===== config.mk =====
export PLATFORM = sky130hd
export DESIGN_NAME = fib_frame_tally
export DESIGN_NICKNAME = d
export VERILOG_FILES = /design/src/rtl/fib_pkg.sv /design/src/rtl/fib_run_tracker.sv /design/src/rtl/fib_frame_tally.sv
export SDC_FILE = /design/constraint.sdc
export NUM_CORES = 1
export LEC_CHECK = 0
export BUFFER_PORTS_ARGS = -buffer_cell sky130_fd_sc_hd__buf_2
export CORE_ASPECT_RATIO = 0.9
export CORE_MARGIN = 4
export CORE_UTILIZATION = 45
export DETAILED_ROUTE_END_ITERATION = 16
export MAX_ROUTING_LAYER = met4
export PLACE_DENSITY = 0.65
export SLEW_MARGIN = 20
export SYNTH_ARGS = -nofsm -noshare
export SYNTH_HDL_FRONTEND = slang
export SYNTH_HIERARCHICAL = 1
export SYNTH_SLANG_ARGS = --single-unit

===== constraint.sdc =====
create_clock -name clk -period 2.41 [get_ports clk]
set_input_delay 0.241 -clock clk [delete_from_list [all_inputs] [get_ports clk]]
set_output_delay 0.241 -clock clk [all_outputs]
set_load 0.01 [all_outputs]

===== src/rtl/fib_pkg.sv =====
`default_nettype none
// ============================================================================
// Module  : fib_pkg
// Brief   : Shared state encoding, default frame length and width helper.
// Revision: 1.0
// ============================================================================
package fib_pkg;

    typedef enum logic [1:0] {
        ST_IDLE   = 2'd0,
        ST_COUNT  = 2'd1,
        ST_REPORT = 2'd2
    } state_e;

    localparam int DEFAULT_FRAME_LEN = 16;

    // Bits needed to hold any value in 0..frame_len inclusive.
    function automatic int cnt_width(input int frame_len);
        return $clog2(frame_len + 1);
    endfunction

endpackage
`default_nettype wire


===== src/rtl/fib_run_tracker.sv =====
`default_nettype none
// ============================================================================
// Module  : fib_run_tracker
// Brief   : Current and longest run of consecutive hits among enabled samples.
// Revision: 1.0
// ============================================================================
module fib_run_tracker #(
    parameter int CNT_W = 5
) (
    input  logic             clk,
    input  logic             rst_n,
    input  logic             clr,
    input  logic             en,
    input  logic             hit,
    output logic [CNT_W-1:0] cur_run,
    output logic [CNT_W-1:0] max_run
);

    logic [CNT_W-1:0] cur_run_q, cur_run_d;
    logic [CNT_W-1:0] max_run_q, max_run_d;
    logic [CNT_W-1:0] run_inc;

    assign run_inc = cur_run_q + CNT_W'(1);

    always_comb begin
        cur_run_d = cur_run_q;
        max_run_d = max_run_q;
        if (clr) begin
            cur_run_d = '0;
            max_run_d = '0;
        end else if (en) begin
            if (hit) begin
                cur_run_d = run_inc;
                // Compare against the post-increment run so the current sample counts.
                if (run_inc > max_run_q) begin
                    max_run_d = run_inc;
                end
            end else begin
                cur_run_d = '0;
            end
        end
    end

    always_ff @(posedge clk or negedge rst_n) begin
        if (!rst_n) begin
            cur_run_q <= '0;
            max_run_q <= '0;
        end else begin
            cur_run_q <= cur_run_d;
            max_run_q <= max_run_d;
        end
    end

    assign cur_run = cur_run_q;
    assign max_run = max_run_q;

endmodule
`default_nettype wire


===== src/rtl/fib_frame_tally.sv =====
`default_nettype none
// ============================================================================
// Module  : fib_frame_tally
// Brief   : Per-frame hit count and longest hit run over detector verdicts.
// Revision: 1.0
// ============================================================================
module fib_frame_tally
    import fib_pkg::*;
#(
    parameter int FRAME_LEN = DEFAULT_FRAME_LEN,
    parameter int CNT_W     = cnt_width(FRAME_LEN)
) (
    input  logic             clk,
    input  logic             rst_n,
    input  logic             start,
    input  logic             in_valid,
    output logic             in_ready,
    input  logic             is_fib,
    output logic             res_valid,
    input  logic             res_ready,
    output logic [CNT_W-1:0] hit_count,
    output logic [CNT_W-1:0] max_run,
    output logic             busy
);

    generate
        if ((FRAME_LEN < 1) || ((2 ** CNT_W) <= FRAME_LEN)) begin : g_param_check
            $fatal(1, "fib_frame_tally: need FRAME_LEN >= 1 and 2**CNT_W > FRAME_LEN");
        end
    endgenerate

    localparam logic [CNT_W-1:0] LAST_IDX = CNT_W'(FRAME_LEN - 1);

    state_e           state_q, state_d;
    logic [CNT_W-1:0] sample_cnt_q, sample_cnt_d;
    logic [CNT_W-1:0] hit_count_q, hit_count_d;
    logic             clr;
    logic             accept;
    logic [CNT_W-1:0] cur_run;

    always_comb begin
        state_d      = state_q;
        sample_cnt_d = sample_cnt_q;
        hit_count_d  = hit_count_q;
        clr          = 1'b0;
        accept       = 1'b0;
        case (state_q)
            ST_IDLE: begin
                if (start) begin
                    state_d      = ST_COUNT;
                    clr          = 1'b1;
                    sample_cnt_d = '0;
                    hit_count_d  = '0;
                end
            end
            ST_COUNT: begin
                // Gap cycles leave every counter, including the run, untouched.
                if (in_valid) begin
                    accept       = 1'b1;
                    sample_cnt_d = sample_cnt_q + CNT_W'(1);
                    if (is_fib) begin
                        hit_count_d = hit_count_q + CNT_W'(1);
                    end
                    if (sample_cnt_q == LAST_IDX) begin
                        state_d = ST_REPORT;
                    end
                end
            end
            ST_REPORT: begin
                if (res_ready) begin
                    if (start) begin
                        state_d      = ST_COUNT;
                        clr          = 1'b1;
                        sample_cnt_d = '0;
                        hit_count_d  = '0;
                    end else begin
                        state_d = ST_IDLE;
                    end
                end
            end
            default: begin
                state_d = ST_IDLE;
            end
        endcase
    end

    always_ff @(posedge clk or negedge rst_n) begin
        if (!rst_n) begin
            state_q      <= ST_IDLE;
            sample_cnt_q <= '0;
            hit_count_q  <= '0;
        end else begin
            state_q      <= state_d;
            sample_cnt_q <= sample_cnt_d;
            hit_count_q  <= hit_count_d;
        end
    end

    fib_run_tracker #(
        .CNT_W (CNT_W)
    ) u_run_tracker (
        .clk     (clk),
        .rst_n   (rst_n),
        .clr     (clr),
        .en      (accept),
        .hit     (is_fib),
        .cur_run (cur_run),
        .max_run (max_run)
    );

    assign in_ready  = (state_q == ST_COUNT);
    assign res_valid = (state_q == ST_REPORT);
    assign busy      = (state_q != ST_IDLE);
    assign hit_count = hit_count_q;

endmodule
`default_nettype wire


==> run summary <==
Avg WL per Cell: 13.0 microns
Synth cell count leaders: dfrtp_1, nand3_1, inv_1, nand2_1, o21ai_0
Root buffer cell: clkbuf_4
Combinational Power Share: 48.7%
Setup Viol. Count Final: 0
Critical Path End Type: flip-flop
DRT iter0 DRCs: 62
Busiest layer in global routing: met2
DRT antenna net count: 0
Switching part of the total: 42.1%
Final slew viol count: 0
Clock power frac: 10.9%
Fin Setup TNS: 0 ns
Crit-path cells: ha_2, nand3_1, xnor2_1, ha_1, nand4_1, o211a_1, and2_4, o31ai_1
Count leader, synth: dfrtp_1
Layout fillers: 225
Number of synthesized flops with an enable pin: 0
Syn Inst Count: 130
Slowest CP cell: dfrtp_2
Post-DP Area: 1400 sq um
Clock Tree Buf Depth: 2
Via count: 997
Post-layout net count: 168
Multi-input logic area: 673 sq um
Peak VDD IR: 0.481 mV
Fin Clk Skew: 0.0136 ns
Gr usage total: 15.3%
Final hold viol count: 0
Syn Std Cell Area: 1260 sq um
TritonRoute pass-1 iters: 4
Global Route met3 Usage: 4.20%
I/O pin count: 19
Peak per-stage delay on the critical path: 0.42 ns
Setup Buffers After CTS: 0
Area leader, netlist: dfrtp_1
Routed WL: 2450 microns
Static leakage: 0.676 nW
Crit share post-route: 89.6%
Status: complete, no violations
Remaining Overflow, GRT: 0
Met1 Use GR: 20.7%
Avg Vias per Cell: 5.28
Crit path max fanout: 6
Routability congestion estimate: 0.775
Post-synthesis sequential area ratio: 43.5%
# rows: 17
Die height: 58.3 microns
Area growth syn-to-layout: 14.8%
N_diodes: 0
Sw Pwr: 0.630 mW
Crit path kind: flip-flop to flip-flop
Fin area: 1450 sq um
Power per cell area: 1030 nW/um^2
Syn Nets: 145
TritonCTS buffer count: 3
Vias in the first global route: 966
Clock insertion delay at the later pin of the skew report: 0.30 ns
Top-area cell type share of the netlist area: 43.5%
CTS tree: yes
Minimum clock period: 2.16 ns
Layout cells sized above 1: 21.9%
Async S/R FF share, synth: 100%
First-pass GRT wire length: 4440 microns
Cell variety after synth: 32
Internal power: 0.868 mW
Die Wd: 63.9 microns
Ys Warns: 6
Met2 Track Usage GR: 23.7%
Synth Flop Type: dfrtp_1
Fmax: 0.463 GHz
Starting Density: 49.1%
Reg power frac: 40.4%
CP required: 2.63 ns
Worst slew pin tran: 0.548 ns
Pin count of the biggest net entering global routing: 23
Ranking of synthesized cells by area: dfrtp_1, ha_1, nand3_1, o21ai_0, inv_1
Synth Register Bits: 22
Power, Total: 1.50 mW
Initial antenna violation count: 0
Clk sinks: 22
RSZ-0062 raised after global routing: no
FF/Latch Area: 552 sq um
I/O Buffers: 18
Syn_area_per_cell: 9.73 sq um
Normalized max-slew margin: 63.5%
Hold crit path type: input port to flip-flop
CORE AREA: 2570 sq um
HPWL after DPL: 1820 microns
DRC viols: 0
Die area: 3720 sq um
CTS H-Tree Depth: 1
Worst Path Arrival: 2.38 ns
Number of max-cap violations: 0
Startpoint Class: flip-flop
Clk slew on worst S/H paths: 0.12 ns
[cells in the final DEF, fill, tap and decap left out]
cell type	instances
nand4b_1	4
o21ai_0	11
dlygate4sd3_1	1
and2_4	1
a22oi_2	1
and2_1	1
nand3b_1	3
ha_2	1
xor2_1	1
a211oi_2	1
dfrtp_1	21
nand2b_4	1
or2_2	1
a21oi_1	8
and2b_1	2
o221ai_2	1
and3_1	1
nand2_1	11
a22o_1	1
o2bb2ai_1	1
a21o_1	1
dfrtp_2	1
clkinv_4	1
xnor2_1	2
nand4_1	1
nor2_1	3
o211a_1	1
clkbuf_4	3
o31ai_1	3
nand3_1	14
or4_1	2
buf_4	1
ha_1	8
a32oi_4	1
xnor2_2	1
inv_1	11
buf_2	18
nand2b_1	6
[per-stage QoR]
step                      instances  setup WS, ns  util [%]  hold slack [ns]
after floorplan                 130         0.327         -          -0.0546
after CTS                       189        0.0974      55.8            0.183
after global placement          185         0.191      54.5            0.238
final                           189         0.251      56.4            0.207
after detailed placement        185         0.107      54.5            0.237
after global routing            189        0.0451      56.4            0.210
[worst max-delay path, delay by kind of cell (launching register included)]
family	cells	cell delay [ns]
flip-flops	1	0.42
AND/OR/NAND/NOR	3	0.44
XOR/XNOR	1	0.16
adder cells (fa/ha/maj)	2	0.57
AO/OA/AOI/OAI	2	0.50
[state kept, by name, summed over array words and instances (netlist names)]
register,cells
u_run_tracker/max_run,5
state_q,2
sample_cnt_q,5
u_run_tracker/cur_run,5
hit_count,5
[logic make-up after synthesis]
family	synth area share [%]
AOI/OAI and AO/OA	16.9
xor gates and xnor gates	2.77
adders and majority gates	8.90
buffers and inverters	4.55
DFF	43.5
and+or+nand+nor	23.3
[what timing repair did]
| item | 4_1_cts | 5_1_grt |
|---|---|---|
| setup endpoints to repair | 0 | 5 |
| resized for setup | 0 | 4 |
| hold endpoints to repair | 22 | 0 |
| hold buffers | 1 | 0 |
[power by group through the flow]
stage	combinational, mW	clock [mW]	sequential [mW]
finish	0.730	0.163	0.606
CTS	0.711	0.176	0.602
floorplan	0.492	0	0.616
global placement	0.688	0	0.604
detailed placement	0.708	0	0.610
global route	0.846	0.188	0.633
[worst paths after layout]
| kind | from | end | slack, ns | cells past startpoint |
|---|---|---|---|---|
| worst max-delay path | u_run_tracker/cur_run[0]$_DFFE_PN0P_ | u_run_tracker/max_run[1]$_DFFE_PN0P_ | 0.25 | 8 |
| worst min-delay path | res_ready | state_q[1]$_DFFE_PN0P_ | 0.21 | 3 |
| max in group asynchronous | rst_n | u_run_tracker/cur_run[0]$_DFFE_PN0P_ | 1.61 | 2 |
| worst min register to register | sample_cnt_q[4]$_DFFE_PN0P_ | sample_cnt_q[4]$_DFFE_PN0P_ | 0.49 | 2 |
| min in group asynchronous | rst_n | hit_count[2]$_DFFE_PN0P_ | 0.42 | 2 |
| worst max register to register | u_run_tracker/cur_run[0]$_DFFE_PN0P_ | u_run_tracker/max_run[1]$_DFFE_PN0P_ | 0.25 | 8 |
[layout make-up]
cell class                 count  share of cell area (%)
sequential                    22                    38.0
multi-input combinational     94                    46.3
clock buffer                   3                    1.55
timing repair buffer          20                    7.41
inverter                      12                    3.45
tap                           38                    3.27
[layer usage]
| layer | vias up | routed length, microns |
|---|---|---|
| li1 | 510 | - |
| met4 | 0 | 18 |
| met3 | 2 | 69 |
| met5 | - | 0 |
| met1 | 474 | 1210 |
| met2 | 11 | 1150 |
Note: power is estimated with default switching activity, not from simulation.
